### config.mk
export PLATFORM = sky130hd
export DESIGN_NAME = dram_bist_seq
export DESIGN_NICKNAME = d
export VERILOG_FILES = /design/src/rtl/dram_bist_seq.sv
export SDC_FILE = /design/constraint.sdc
export NUM_CORES = 1
export LEC_CHECK = 0
export BUFFER_PORTS_ARGS = -buffer_cell sky130_fd_sc_hd__buf_2
export CAP_MARGIN = 20
export CELL_PAD_IN_SITES_DETAIL_PLACEMENT = 1
export CELL_PAD_IN_SITES_GLOBAL_PLACEMENT = 1
export CORE_MARGIN = 10
export CORE_UTILIZATION = 44
export CTS_CLUSTER_DIAMETER = 40
export DETAILED_ROUTE_END_ITERATION = 16
export PLACE_DENSITY = 0.85
export SYNTH_ARGS = -nofsm -noshare
export SYNTH_HDL_FRONTEND = slang
export SYNTH_SLANG_ARGS = --single-unit
export TNS_END_PERCENT = 20
### constraint.sdc
create_clock -name clk -period 5.72 [get_ports clk]
set_input_delay 0.858 -clock clk [delete_from_list [all_inputs] [get_ports clk]]
set_output_delay 0.858 -clock clk [all_outputs]
set_load 0.01 [all_outputs]
### src/rtl/dram_bist_seq.sv
// Pattern sequencer and checker for a single 2**ADDR_W x 1 distributed RAM.
// A run fills the RAM with one of four 1-bit patterns (unless check-only is
// selected), then sweeps a readback against the same pattern and reports
// pass/fail, the mismatch count and the lowest failing address.
module dram_bist_seq #(
    parameter int ADDR_W = 7
) (
    input  logic              clk,
    input  logic              rst_n,
    input  logic              start,
    input  logic [1:0]        mode,
    input  logic              check_only,
    output logic [ADDR_W-1:0] ram_a,
    output logic              ram_d,
    output logic              ram_we,
    input  logic              ram_o,
    output logic              busy,
    output logic              done,
    output logic              pass,
    output logic [ADDR_W:0]   err_count,
    output logic [ADDR_W-1:0] first_err
);

    localparam int                DEPTH     = 2 ** ADDR_W;
    localparam logic [ADDR_W-1:0] LAST_ADDR = ADDR_W'(DEPTH - 1);

    typedef enum logic [1:0] {
        S_IDLE,
        S_WRITE,
        S_READ,
        S_DONE
    } state_t;

    state_t            state;
    state_t            state_next;
    logic [ADDR_W-1:0] addr;
    logic [ADDR_W-1:0] addr_inc;
    logic [1:0]        mode_q;
    logic              check_only_q;
    logic              at_last;
    logic              launch;
    logic              mismatch;

    // Expected RAM bit for a given pattern mode and address.
    function automatic logic pattern(input logic [1:0] m, input logic [ADDR_W-1:0] a);
        logic bit_v;
        bit_v = 1'b0;
        case (m)
            2'd0:    bit_v = 1'b0;
            2'd1:    bit_v = 1'b1;
            2'd2:    bit_v = a[0];
            default: bit_v = ^a;
        endcase
        return bit_v;
    endfunction

    // The address register drives the RAM directly, so ram_a is a flop output.
    assign ram_a    = addr;
    assign addr_inc = addr + 1'b1;
    assign at_last  = (addr == LAST_ADDR);
    assign launch   = (state == S_IDLE) && start;
    // The RAM read is asynchronous, so ram_o already reflects addr this cycle.
    assign mismatch = (state == S_READ) && (ram_o != pattern(mode_q, addr));

    // State register.
    always_ff @(posedge clk or negedge rst_n) begin
        // NOTE: sequential state is updated with <= so every flop samples the
        // pre-edge values of the others, independent of block ordering.
        if (!rst_n) begin
            state <= S_IDLE;
        end else begin
            state <= state_next;
        end
    end

    // Next-state decode plus the state-derived status outputs.
    always_comb begin
        // NOTE: every signal gets a default before the case so that no path
        // leaves it unassigned, which would otherwise infer a latch.
        state_next = state;
        busy       = 1'b0;
        done       = 1'b0;
        case (state)
            S_IDLE: begin
                if (start) begin
                    state_next = check_only ? S_READ : S_WRITE;
                end
            end
            S_WRITE: begin
                busy = 1'b1;
                if (at_last) begin
                    state_next = S_READ;
                end
            end
            S_READ: begin
                busy = 1'b1;
                if (at_last) begin
                    state_next = S_DONE;
                end
            end
            S_DONE: begin
                done       = 1'b1;
                state_next = S_IDLE;
            end
            default: begin
                state_next = S_IDLE;
            end
        endcase
    end

    // Run configuration: captured only when a run is launched from IDLE, so
    // input changes while busy have no effect.
    always_ff @(posedge clk or negedge rst_n) begin
        if (!rst_n) begin
            mode_q       <= 2'd0;
            check_only_q <= 1'b0;
        end else if (launch) begin
            mode_q       <= mode;
            check_only_q <= check_only;
        end
    end

    // Address sweep: restarts at 0 on launch and steps once per busy cycle;
    // the natural ADDR_W-bit wrap takes it from DEPTH-1 back to 0 between
    // the write and read phases.
    always_ff @(posedge clk or negedge rst_n) begin
        if (!rst_n) begin
            addr <= '0;
        end else if (launch) begin
            addr <= '0;
        end else if (state == S_WRITE || state == S_READ) begin
            addr <= addr_inc;
        end
    end

    // RAM write port: data and enable are registered alongside the address,
    // so each value is set up one edge ahead for the address it accompanies.
    always_ff @(posedge clk or negedge rst_n) begin
        if (!rst_n) begin
            ram_we <= 1'b0;
            ram_d  <= 1'b0;
        end else begin
            ram_we <= 1'b0;
            ram_d  <= 1'b0;
            case (state)
                S_IDLE: begin
                    if (start && !check_only) begin
                        ram_we <= 1'b1;
                        ram_d  <= pattern(mode, '0);
                    end
                end
                S_WRITE: begin
                    if (!at_last && !check_only_q) begin
                        ram_we <= 1'b1;
                        ram_d  <= pattern(mode_q, addr_inc);
                    end
                end
                default: begin
                    ram_we <= 1'b0;
                    ram_d  <= 1'b0;
                end
            endcase
        end
    end

    // Readback scoring: count mismatches, remember the first one, and settle
    // the pass flag on the final compare so it is valid during the done pulse.
    always_ff @(posedge clk or negedge rst_n) begin
        if (!rst_n) begin
            err_count <= '0;
            first_err <= '0;
            pass      <= 1'b0;
        end else if (launch) begin
            err_count <= '0;
            first_err <= '0;
            pass      <= 1'b0;
        end else if (state == S_READ) begin
            if (mismatch) begin
                err_count <= err_count + 1'b1;
                if (err_count == '0) begin
                    first_err <= addr;
                end
            end
            if (at_last) begin
                pass <= (err_count == '0) && !mismatch;
            end
        end
    end

endmodule

Word-level counts from Yosys, hierarchy flattened
Cells that the tools add are included.
{"block": "word_totals", "ff_bits": 30, "latchBits": 0, "ramBits": 0, "mem_bits_ro": 0, "input_bits": 7, "elab_cells": 75, "n_memories": 0}
{"block": "classes", "n_addsub": 2, "n_mul": 0, "n_div": 0, "magnitude_cmp": 0, "eq_ne": 11, "shifts": 0, "mux": 28, "bitwise_logic": 0, "reduce_logical": 25}
{"operator": "7-bit 2-to-1 mux", "n": 6}
{"operator": "8-bit 2-to-1 mux", "n": 3}
{"operator": "7-bit parity", "n": 2}
{"operator": "1-bit 2-to-1 mux", "n": 10}
{"operator": "2-bit nonzero test", "n": 5}
{"operator": "8-bit by 1-bit adder with 8-bit output, second input constant", "n": 1}
{"operator": "8-bit logical NOT", "n": 1}
{"operator": "2-bit 2-to-1 mux", "n": 4}
{"operator": "2-bit case mux with 4 select lines", "n": 1}
{"operator": "7-bit by 1-bit adder with 7-bit output, second input constant", "n": 1}
{"operator": "7-bit equality test, second input constant", "n": 1}
{"operator": "2-bit by 1-bit equality test with 1-bit output, second input constant", "n": 3}
{"operator": "2-bit equality test, second input constant", "n": 3}
{"operator": "2-bit inequality test, second input constant", "n": 3}
{"operator": "1-bit case mux with 3 select lines", "n": 2}
{"operator": "3-bit AND reduction", "n": 2}
{"operator": "1-bit logical AND", "n": 5}
{"operator": "1-bit logical NOT", "n": 4}
{"operator": "2-bit logical NOT", "n": 2}
{"operator": "1-bit case mux with 2 select lines", "n": 2}
{"operator": "2-bit AND reduction", "n": 2}
{"operator": "2-bit OR reduction", "n": 1}
{"operator": "1-bit logical OR", "n": 1}
{"operator": "1-bit inequality test", "n": 1}

Depth between registers and ports, before layout
Gate-level depths: netlist (run 1).
{"block": "depth", "ltp_word": 9, "mapped_depth": 8, "depth_no_buf": 7}

Worst setup path before layout (run 1)
Ideal clock, no wire load.
{"block": "synth_path", "path_kind": "reg2reg", "startpoint": "register addr[1], in the netlist ram_a[1]", "endpoint": "register err_count[6]", "setup_ns": 0.076, "arrival_ns": 2.140, "t_required_ns": 5.644, "slack_ns": 3.503, "stages_incl_launch_ff": 8, "period_less_slack_ns": 2.217, "cell_sequence": "dfrtp_1 -> ha_1 -> xor2_2 -> xnor2_1 -> mux2_4 -> buf_6 -> a2111o_1 -> o21ai_1"}
{"block": "synth_via", "elab_chain_cells": 6}
{"element": "start, declared", "line": "36", "rtl": "logic [ADDR_W-1:0] addr;"}
{"element": "start signal, assigned", "line": "132", "rtl": "addr <= addr_inc;"}
{"element": "7-bit parity", "line": "52", "rtl": "default: bit_v = ^a;"}
{"element": "1-bit case mux with 3 select lines", "line": "48", "rtl": "case (m)"}
{"element": "1-bit inequality test", "line": "63", "rtl": "assign mismatch = (state == S_READ) && (ram_o != pattern(mode_q, addr));"}
{"element": "1-bit logical AND", "line": "63"}
{"element": "2-bit nonzero test (no line)"}
{"element": "2-bit AND reduction (no line)"}
{"element": "end signal, assigned", "line": "179", "rtl": "err_count <= err_count + 1'b1;"}
{"element": "end, declared", "line": "20", "rtl": "output logic [ADDR_W:0] err_count,"}
Every way passes these cells.
A chain may end at the register's enable or synchronous reset.

Final worst setup path (run 1)
{"block": "layout_path", "startpoint": "register addr[0], in the netlist ram_a[0]", "endpoint": "register first_err[6]"}
{"block": "layout_via", "elab_chain_cells": 6}
{"element": "7-bit parity", "line": "52"}
{"element": "1-bit case mux with 3 select lines (*)", "line": "48"}
{"element": "1-bit inequality test (*)", "line": "63"}
{"element": "1-bit logical AND (*)", "line": "63"}
{"element": "2-bit nonzero test (no line) (*)"}
{"element": "3-bit AND reduction (no line) (*)"}
{"element": "end signal, assigned", "line": "181", "rtl": "first_err <= addr;"}
{"element": "end, declared", "line": "21", "rtl": "output logic [ADDR_W-1:0] first_err"}
Mark *: on every way between the ends. The rest lies on a longest branch, timed or not.

==> results of run 1 <==
==> sequential cells by signal (all words and copies together) (netlist names) <==
name,flops
state,2
mode_q,2
ram_d,1
first_err,7
err_count,8
check_only_q,1
pass,1
ram_we,1
ram_a,7
==> worst min-delay path, stage by stage, from the launching register on <==
cell and delay, ns:
dfrtp_1 0.34, nand2_1 0.05, nand2_1 0.05
==> cell families (layout without fill, tap and decap cells) <==
family / after synthesis / after routing / synth area share, %
xor+xnor: 15 / 15 / 7.78
compound gates: 42 / 42 / 14.3
simple gates: 73 / 73 / 19.2
fa+ha+maj: 9 / 9 / 6.31
mux: 11 / 11 / 6.45
buf+inv: 16 / 46 / 3.92
flops: 30 / 30 / 42.0
==> synth_stat cells (all sizes together) <==
library cell / instances
nand3: 5
buf: 4
a21boi: 1
ha: 9
nand2: 37
o21a: 2
o211ai: 1
xor2: 5
or3: 2
mux2: 1
nand3b: 3
a2111o: 5
nor4: 1
mux2i: 10
nand2b: 3
nor3: 1
or4b: 2
nand4: 7
o22ai: 3
dfrtp: 30
a21oi: 15
and2: 2
nor2: 10
clkbuf: 6
xnor2: 10
inv: 6
o21ai: 15
==> power by group <==
group          switching [mW]  internal, mW
sequential             0.0863         0.276
combinational           0.337         0.259
clock                  0.0795        0.0836
==> layer usage <==
metal  share of wire, %  global-route usage [%]  up-vias  wire length (um)
li1                   -                       -      743                 -
met1                 46                    15.8      727              2110
met2                 48                    22.3       23              2210
met3                4.3                    4.79        7               199
met4                1.4                    5.02        0                65
met5                  0                       0        -                 0
==> layout make-up <==
| class | instances | area [sq um] | area share, % |
|---|---|---|---|
| Clock buffer | 7 | 76.3 | 3.74 |
| Multi-Input combinational cell | 150 | 965 | 47.2 |
| Sequential cell | 30 | 751 | 36.8 |
| Timing Repair Buffer | 33 | 165 | 8.09 |
| Tap cell | 50 | 62.6 | 3.06 |
| Inverter | 6 | 22.5 | 1.10 |
==> how the worst max path moves through the flow <==
stage / end / depth (start not counted) / slack, ns
final: first_err[6] / 6 / 2.87
after CTS: first_err[6] / 6 / 2.82
after floorplan: err_count[6] / 7 / 3.50
after global routing: first_err[6] / 6 / 2.66
after detailed placement: first_err[3] / 6 / 2.86
after global placement: first_err[1] / 6 / 2.96
==> through the flow <==
step                instances  hold slack, ns
floorplan                 196           0.437
global route              276           0.515
CTS                       276           0.475
global placement          269           0.460
detailed placement        269           0.459
finish                    276           0.471
==> key figures, run 1 <==
Synth
  – Synth area leaders: dfrtp_1 42%, nand2_1 7.8%, ha_1 6.3%, mux2i_1 5.6%, xnor2_1 4.9%
  – Avg Cell Area, Syn: ~9 sq um
  – Register area share after synthesis: approximately 42%
  – Yosys reg bits: 30
  – Cells after synthesis: 196
  – Synthesized Nets: 212
  – Top-area cell type share of the netlist area: 42.0%
  – Synth area leader: dfrtp_1
  – Yosys warns: 0
  – Synth unique cells: 33
  – Mapped Area: 0.00179 sq mm

Setup path
  – Worst setup startpoint: ram_a[0]
  – Worst path cell trace: ha_1, xor2_2, xnor2_1, mux2_4, a21boi_1, mux2i_1
  – Buf+Inv Stages, Crit Path: 0
  – Critical path's top delay family: multiplexers
  – CP startpoint kind: flip-flop
  – Arr. time, crit path: ~3.1 ns
  – FF-to-FF End: first_err[6]
  – Reg2Reg Depth: 6
  – Crit path kind: reg -> reg
  – Reg2reg start: ram_a[0]
  – Critical path capture point type: flip-flop
  – Req. time, crit path: 5.92 ns
  – CP max stage delay: 0.65 ns
  – R2R Setup Slk: 2.87 ns
  – Slowest cell on the critical path: a21boi_1
  – Worst Path Max Fanout: 14

Placed design
  – RD Place Congestion: about 0.76
  – Pre-CTS WS: ~2.9 ns
  – Dpl hpwl: between 3000 and 4000 um
  – Placed Area: 0.00197 sq mm
  – IO Port Bufs: 33

Final layout
  – Most frequent cells in the layout: 37 x nand2_1, 33 x buf_2, 30 x dfrtp_1
  – Final core utilization: 51.4%
  – N_diodes: 0
  – Fraction of layout cells with a size suffix above 1: 18.6%
  – Final Net Count: about 240
  – Most common cell after layout, fill and taps aside: nand2_1
  – Layout area overhead: 14.4%
  – Cell area after layout: 0.00204 sq mm
  – Fill cell count: 487

Floorplan
  – Die X: ~84 um
  – Core area: 0.00397 sq mm
  – Die Area: 0.00701 sq mm
  – Initial Utilization: 45.0%
  – Die extent in y: 83.7 um
  – Rows: 23
  – Top Ports: 34

CTS
  – CTS tree: done
  – Worst-Skew Late Latency: 0.29 ns
  – Clock H-tree levels: 2
  – Post-CTS Setup Bufs: 0
  – CTS max path bufs: 2
  – Root buf cell: clkbuf_8
  – CTS Hold Bufs: 0
  – CTS buffer count: 5
  – Clock Sinks: 30
  – Post-CTS Resized: 0
  – Clk slew on worst S/H paths: roughly 0.06 ns

Route
  – Final WL: 4580 um
  – Vias post-DR: 1500
  – Initial DRT Pass Iterations: 4
  – # DRC: 0
  – Post-DR vias/cell: 5.43
  – Routed WL per cell: 16.6 um
  – Iter 0 DRT Violations: 63
  – Antenna viol nets, final: 0

Timing
  – Max Clock Skew: between 0.01 and 0.015 ns
  – Final Critical Period: about 2.9 ns
  – Setup ws final: ~2.9 ns
  – Worst slew pin tran: 0.884 ns
  – Final slew viol count: 0
  – Slew headroom: 40.7%
  – Final hold vios: 0
  – F_max: 0.351 GHz
  – Fin crit share: 49.8%
  – RSZ-0062 raised after global routing: no
  – Setup tns final: 0 ns
  – Final setup violation count: 0

GRT
  – First-pass GRT wire length: about 7800 um
  – Initial antenna violation count: 0
  – Vias in the first global route: 1560
  – Pin count of the biggest net entering global routing: 31
  – GRT Total Usage: a little over an eighth
  – Overflow after GRT: 0

Job
  – Max-cap viol count: 0

Min path
  – Hold path start: check_only_q
  – Worst Hold Class: reg -> reg
  – Hold Crit Endpoint: check_only_q
  – Worst hold path cell count: 2

Power and ir drop
  – IR drop worst, VDD: 0.000265 V
  – Design Power: ~1.1 mW
  – Pwr dens: approximately 550 mW/mm^2
  – Lkg Pwr: 0.963 nW

Run status
  – Status: complete, no violations
No activity file was read; power rests on OpenSTA's default activity.
==> run 2: changes to the inputs <==
- CORE_UTILIZATION: 44 -> 41
- PLACE_DENSITY: 0.85 -> 0.8
- clock period: 5.72 -> 2.9 ns (I/O delays scaled with it)
==> run 2 against run 1 <==
Sequential share of layout area shrank 0.53 points. Flip-flop and latch count unchanged. Fmax increased by 20%. Non-clock buffer count increased by 4. Via count rose by 2.5%. Cell area grew 1.5%. Critical endpoint is now first_err[2]. Largest cell class unchanged.
==> key figures, run 2 (synthesis gave the netlist of run 1 again) <==
GRT
  – Met3 usage: 4.73% (was 4.79%)
  – Global route hottest layer: met2 (unchanged)
  – Pin count of the biggest net entering global routing: 31 (unchanged)
  – Overflow after GRT: 0 (unchanged)
  – GRT Total Usage: 13.1% (was 13.6%)
  – Initial antenna violation count: 0 (unchanged)
  – First-pass GRT wire length: 7980 um (was 7800 um)
  – Grt met2 use: 21.0% (was 22.3%)
  – Vias in the first global route: 1586 (was 1560)
  – Met1 usage: 15.6% (was 15.8%)

Route
  – # DRC: 0 (unchanged)
  – Vias post-DR: 1537 (was 1500)
  – Routed WL per cell: 16.6 um (about the same)
  – Antenna viol nets, final: 0 (unchanged)
  – Final WL: 4650 um (was 4580 um)
  – Post-DR vias/cell: 5.49 (was 5.43)
  – Initial DRT Pass Iterations: 4 (unchanged)
  – Iter 0 DRT Violations: 90 (was 63)

Timing
  – Worst slew pin tran: 0.725 ns (was 0.884 ns)
  – Setup ws final: 0.532 ns (was 2.87 ns)
  – Final setup violation count: 0 (unchanged)
  – Fin crit share: 81.7% (was 49.8%)
  – Final hold vios: 0 (unchanged)
  – Slew headroom: 51.7% (was 40.7%)
  – Max Clock Skew: 0.00315 ns (was 0.0103 ns)
  – Final Critical Period: 2.37 ns (was 2.85 ns)
  – F_max: 0.422 GHz (was 0.351 GHz)
  – Setup tns final: 0 ns (unchanged)
  – Final slew viol count: 0 (unchanged)
  – RSZ-0062 raised after global routing: no (unchanged)

Final layout
  – Max reg flops: 8 (unchanged)
  – Non-Filler Instances: 280 (was 276)
  – Top reg by flops: err_count (unchanged)
  – Most common cell after layout, fill and taps aside: nand2_1 (unchanged)
  – Cell area after layout: 0.00207 sq mm (was 0.00204 sq mm)
  – N_diodes: 0 (unchanged)
  – Fill cell count: 511 (was 487)
  – Layout area overhead: 16.0% (was 14.4%)
  – Register area: 751 sq um (unchanged)
  – Most frequent cells in the layout: 37 x nand2_1, 33 x buf_2, 30 x dfrtp_1 (unchanged)
  – Fraction of layout cells with a size suffix above 1: 20.0% (was 18.6%)
  – Final Net Count: 246 (was 242)
  – Multi-input gate area: 965 sq um (unchanged)

Floorplan
  – Initial Utilization: 43.4% (was 45.0%)
  – Die X: 86.0 um (was 83.7 um)
  – Top Ports: 34 (unchanged)
  – Die extent in y: 86.0 um (was 83.7 um)
  – Die Area: 0.00739 sq mm (was 0.00701 sq mm)
  – Rows: 23 (unchanged)
  – Core area: 0.00412 sq mm (was 0.00397 sq mm)

Placed design
  – Dpl hpwl: 3410 um (was 3310 um)
  – IO Port Bufs: 33 (unchanged)
  – RD Place Congestion: 0.748 (was 0.765)
  – Placed Area: 0.00200 sq mm (was 0.00197 sq mm)
  – Placed Instances: 273 (was 269)
  – Pre-CTS WS: 0.563 ns (was 2.86 ns)

Setup path
  – Crit path kind: reg -> reg (unchanged)
  – Reg2reg start: ram_a[1] (was ram_a[0])
  – Buf+Inv Stages, Crit Path: 1 (was 0)
  – FF-to-FF End: first_err[2] (was first_err[6])
  – Req. time, crit path: 3.09 ns (was 5.92 ns)
  – CP startpoint kind: flip-flop (unchanged)
  – Critical path's top delay family: multiplexers (unchanged)
  – Worst Path Max Fanout: 14 (unchanged)
  – Slowest cell on the critical path: dfrtp_1 (was a21boi_1)
  – R2R Setup Slk: 0.53 ns (was 2.87 ns)
  – Critical path capture point type: flip-flop (unchanged)
  – Reg2Reg Depth: 7 (was 6)
  – Arr. time, crit path: 2.56 ns (was 3.05 ns)
  – Worst path cell trace: ha_1, xor2_2, xnor2_1, mux2_4, a21boi_1, buf_4, mux2i_1 (was ha_1, xor2_2, xnor2_1, mux2_4, a21boi_1, mux2i_1)
  – CP max stage delay: 0.44 ns (was 0.65 ns)

CTS
  – Post-CTS Resized: 0 (unchanged)
  – Worst-Skew Late Latency: 0.28 ns (was 0.29 ns)
  – CTS tree: done (unchanged)
  – CTS max path bufs: 2 (unchanged)
  – Clock Sinks: 30 (unchanged)
  – CTS Hold Bufs: 0 (unchanged)
  – Post-CTS Setup Bufs: 0 (unchanged)
  – CTS buffer count: 5 (unchanged)
  – Clock H-tree levels: 2 (unchanged)
  – Root buf cell: clkbuf_8 (unchanged)
  – Clk slew on worst S/H paths: 0.06 ns (about the same)

Power and ir drop
  – Pwr dens: 1090 mW/mm^2 (was 549 mW/mm^2)
  – Net Switching: 1.00 mW (was 0.503 mW)
  – Clock power frac: 13.8% (was 14.5%)
  – Gate power share: 55.4% (was 53.2%)
  – Lkg Pwr: 0.981 nW (was 0.963 nW)
  – IR drop worst, VDD: 0.000461 V (was 0.000265 V)
  – Switch share: 44.5% (was 44.8%)
  – P_int: 1.25 mW (was 0.619 mW)
  – Register share of total power: 30.8% (was 32.3%)

Run status
  – Status: complete, no violations (unchanged)

Min path
  – Worst Hold Class: in -> async (was reg -> reg)

Job
  – Max-cap viol count: 0 (unchanged)
==> run 2: cell types whose count changed in the layout (fill, tap and decap cells not counted) <==
cell   before  now
buf_4       0    4
==> run 2: per-stage QoR <==
stage | power [mW] | hold slack, ns | util [%]
final | 2.25 | 0.198 | 50.3
after floorplan | 1.61 | 0.139 | -
after global placement | 1.91 | 0.452 | 48.5
after CTS | 2.29 | 0.210 | 50.3
after detailed placement | 1.96 | 0.465 | 48.5
after global routing | 2.45 | 0.246 | 50.3
==> run 2: power by group through the flow <==
stage / logic (mW) / registers, mW / clock network (mW)
finish: 1.25 / 0.694 / 0.310
global route: 1.39 / 0.719 / 0.340
CTS: 1.27 / 0.694 / 0.323
detailed placement: 1.26 / 0.700 / 0
global placement: 1.22 / 0.691 / 0
floorplan: 0.904 / 0.702 / 0
==> run 2: cell type report <==
class | count | area share [%]
Clock buffer | 7 | 3.68
Sequential cell | 30 | 36.2
Tap cell | 50 | 3.02
Timing Repair Buffer | 37 | 9.42
Inverter | 6 | 1.09
Multi-Input combinational cell | 150 | 46.6
==> run 2: how the worst max path moves through the flow <==
stage | cells after the start | startpoint | endpoint
5_1_grt | 7 | ram_a[1] | first_err[2]
6_report | 7 | ram_a[1] | first_err[2]
3_3_place_gp | 7 | ram_a[1] | first_err[5]
4_1_cts | 7 | ram_a[1] | first_err[2]
2_1_floorplan | 7 | ram_a[1] | err_count[6]
3_5_place_dp | 7 | ram_a[1] | first_err[2]
==> run 2: worst reg2reg max path, stage by stage, from the launching register on <==
cell	delay (ns)
dfrtp_1	0.44
ha_1	0.35
xor2_2	0.21
xnor2_1	0.30
mux2_4	0.41
a21boi_1	0.15
buf_4	0.19
mux2i_1	0.23
==> run 2: metal layers <==
metal | routed length (um) | vias to the layer above
met5 | 0 | -
met4 | 64 | 0
met3 | 257 | 6
met1 | 2100 | 758
met2 | 2230 | 25
li1 | - | 748
==> run 3: changes to the inputs <==
- clock period: 2.9 -> 2.2 ns (I/O delays scaled with it)
==> run 3 against run 2 <==
Largest cell class unchanged. Critical endpoint is now err_count[6]. Non-clock buffer count increased by 18. Worst hold slack got worse by 0.11 ns. Via count increased by 8.2%. Cell area increased by 11%. Sequential share of layout area decreased by 3.6 points. Sequential power increased by 23%. Flip-flop and latch count unchanged. Die area unchanged.
==> key figures, run 3 (synthesis gave the netlist of run 1 again) <==
Run status
  – Status: complete, no violations (unchanged)

Setup path
  – Critical path's top delay family: flip-flops (was multiplexers)
  – Crit path kind: reg -> reg (unchanged)
  – CP startpoint kind: flip-flop (unchanged)
  – Worst Path Max Fanout: 8 (was 14)
  – Slowest cell on the critical path: dfrtp_1 (unchanged)
  – Worst path cell trace: ha_1, xnor2_2, xnor2_2, mux2_4, buf_12, buf_4, a21oi_1, o21ai_1 (was ha_1, xor2_2, xnor2_1, mux2_4, a21boi_1, buf_4, mux2i_1)
  – Arr. time, crit path: 2.30 ns (was 2.56 ns)
  – Most Frequent Cell on Critical Path: xnor2_2
  – Req. time, crit path: 2.38 ns (was 3.09 ns)
  – CP max stage delay: 0.40 ns (was 0.44 ns)
  – Buf+Inv Stages, Crit Path: 2 (was 1)
  – Critical path capture point type: flip-flop (unchanged)

Final layout
  – Top reg by flops: err_count (unchanged)
  – Multi-input gate area: 0.00101 sq mm (was 965 sq um)
  – Fill cell count: 500 (was 511)
  – Max reg flops: 8 (unchanged)
  – Final Net Count: 264 (was 246)
  – Most frequent cells in the layout: 37 x nand2_1, 33 x buf_2, 30 x dfrtp_1 (unchanged)
  – Cell area after layout: 0.00230 sq mm (was 0.00207 sq mm)
  – N_diodes: 0 (unchanged)
  – Most common cell after layout, fill and taps aside: nand2_1 (unchanged)
  – Register area: 751 sq um (unchanged)
  – Final core utilization: 55.9% (was 50.3%)
  – Layout area overhead: 28.9% (was 16.0%)
  – Fraction of layout cells with a size suffix above 1: 29.7% (was 20.0%)

CTS
  – CTS buffer count: 5 (unchanged)
  – Worst-Skew Late Latency: 0.29 ns (was 0.28 ns)
  – CTS tree: done (unchanged)
  – Root buf cell: clkbuf_8 (unchanged)
  – CTS Hold Bufs: 0 (unchanged)
  – Clock H-tree levels: 2 (unchanged)
  – Clk slew on worst S/H paths: 0.07 ns (was 0.06 ns)
  – Clock Sinks: 30 (unchanged)
  – CTS max path bufs: 2 (unchanged)

Floorplan
  – Die extent in y: 86.0 um (unchanged)
  – Core area: 0.00412 sq mm (unchanged)
  – Die X: 86.0 um (unchanged)
  – Top Ports: 34 (unchanged)
  – Rows: 23 (unchanged)
  – Die Area: 0.00739 sq mm (unchanged)
  – Initial Utilization: 43.4% (unchanged)

Power and ir drop
  – Clock power frac: 14.8% (was 13.8%)
  – IR drop worst, VDD: 0.000656 V (was 0.000461 V)
  – Pwr dens: 1560 mW/mm^2 (was 1090 mW/mm^2)
  – Design Power: 3.60 mW (was 2.25 mW)
  – Lkg Pwr: 1.11 nW (was 0.981 nW)
  – P_int: 2.08 mW (was 1.25 mW)
  – Register share of total power: 23.7% (was 30.8%)
  – Gate power share: 61.5% (was 55.4%)
  – Net Switching: 1.52 mW (was 1.00 mW)
  – Switch share: 42.2% (was 44.5%)

Timing
  – Final slew viol count: 0 (unchanged)
  – Worst slew pin tran: 0.721 ns (was 0.725 ns)
  – Fin crit share: 96.5% (was 81.7%)
  – Slew headroom: 51.9% (was 51.7%)
  – Worst hold slack: 0.0922 ns (was 0.198 ns)
  – Final Critical Period: 2.12 ns (was 2.37 ns)
  – Final hold vios: 0 (unchanged)
  – Max Clock Skew: 0.00415 ns (was 0.00315 ns)
  – Final setup violation count: 0 (unchanged)
  – F_max: 0.471 GHz (was 0.422 GHz)

Route
  – Antenna viol nets, final: 0 (unchanged)
  – Iter 0 DRT Violations: 81 (was 90)
  – Initial DRT Pass Iterations: 4 (unchanged)
  – # DRC: 0 (unchanged)
  – Vias post-DR: 1663 (was 1537)
  – Routed WL per cell: 18.2 um (was 16.6 um)
  – Post-DR vias/cell: 5.56 (was 5.49)
  – Final WL: 5450 um (was 4650 um)

GRT
  – Pin count of the biggest net entering global routing: 31 (unchanged)
  – First-pass GRT wire length: 8960 um (was 7980 um)
  – Initial antenna violation count: 0 (unchanged)
  – Overflow after GRT: 0 (unchanged)
  – GRT Total Usage: 14.9% (was 13.1%)
  – Vias in the first global route: 1740 (was 1586)

Placed design
  – Dpl hpwl: 3810 um (was 3410 um)
  – IO Port Bufs: 33 (unchanged)
  – RD Place Congestion: 0.754 (was 0.748)
  – Placed Area: 0.00210 sq mm (was 0.00200 sq mm)

Min path
  – Worst Hold Class: in -> async (unchanged)

Job
  – Max-cap viol count: 0 (unchanged)
run 3: cell count changes in the layout (fill, tap and decap cells not counted), sizes merged:
| cell | delta |
|---|---|
| clkbuf | +1 |
| buf | +18 |
run 3: stage by stage:
step | setup WS [ns] | std cells | setup TNS (ns)
after floorplan | 0.0395 | 196 | 0
after detailed placement | -0.0397 | 286 | -0.145
after global placement | 0.0776 | 286 | 0
after CTS | 0.0525 | 298 | 0
after global routing | -0.0284 | 299 | -0.0284
final | 0.0767 | 299 | 0
run 3: path summary, 6_finish.rpt:
| check | startpoint | slack (ns) | to | depth (start not counted) |
|---|---|---|---|---|
| worst max-delay path | ram_a[4] | 0.08 | err_count[6] | 8 |
| worst min-delay path | rst_n | 0.09 | state[0] | 1 |
| worst max register to register | ram_a[4] | 0.08 | err_count[6] | 8 |
| worst min register to register | check_only_q | 0.49 | check_only_q | 2 |
| max in group asynchronous | rst_n | 1.65 | err_count[7] | 1 |
| min in group clk | mode[0] | 0.25 | mode_q[0] | 3 |
run 3: what timing repair did:
item                                    CTS  global route
gates resized for setup                   0             7
endpoints found under the hold margin     0             0
endpoints found under the setup margin    7            12
pin swaps                                 1             2
buffers inserted                          4             1
run 3: power groups by stage:
stage | logic, mW | clock network, mW | registers (mW)
6_report | 2.21 | 0.534 | 0.852
5_1_grt | 2.42 | 0.567 | 0.865
4_1_cts | 2.05 | 0.542 | 0.840
3_5_place_dp | 1.97 | 0 | 0.847
3_3_place_gp | 1.88 | 0 | 0.833
2_1_floorplan | 1.23 | 0 | 0.925
run 3: per-layer routing:
| metal | track usage [%] | wire length, um | up-vias |
|---|---|---|---|
| li1 | - | - | 781 |
| met1 | 17.4 | 2410 | 845 |
| met2 | 24.9 | 2680 | 32 |
| met3 | 5.20 | 297 | 5 |
| met4 | 4.49 | 65 | 0 |
| met5 | 0 | 0 | - |
run 3: cell type report:
type	count	area share (%)
multi-input cells	150	43.8
repair buffers	55	15.1
well taps	50	2.72
flip-flops and latches	30	32.6
inverters	6	0.979
clock buffers	8	4.79
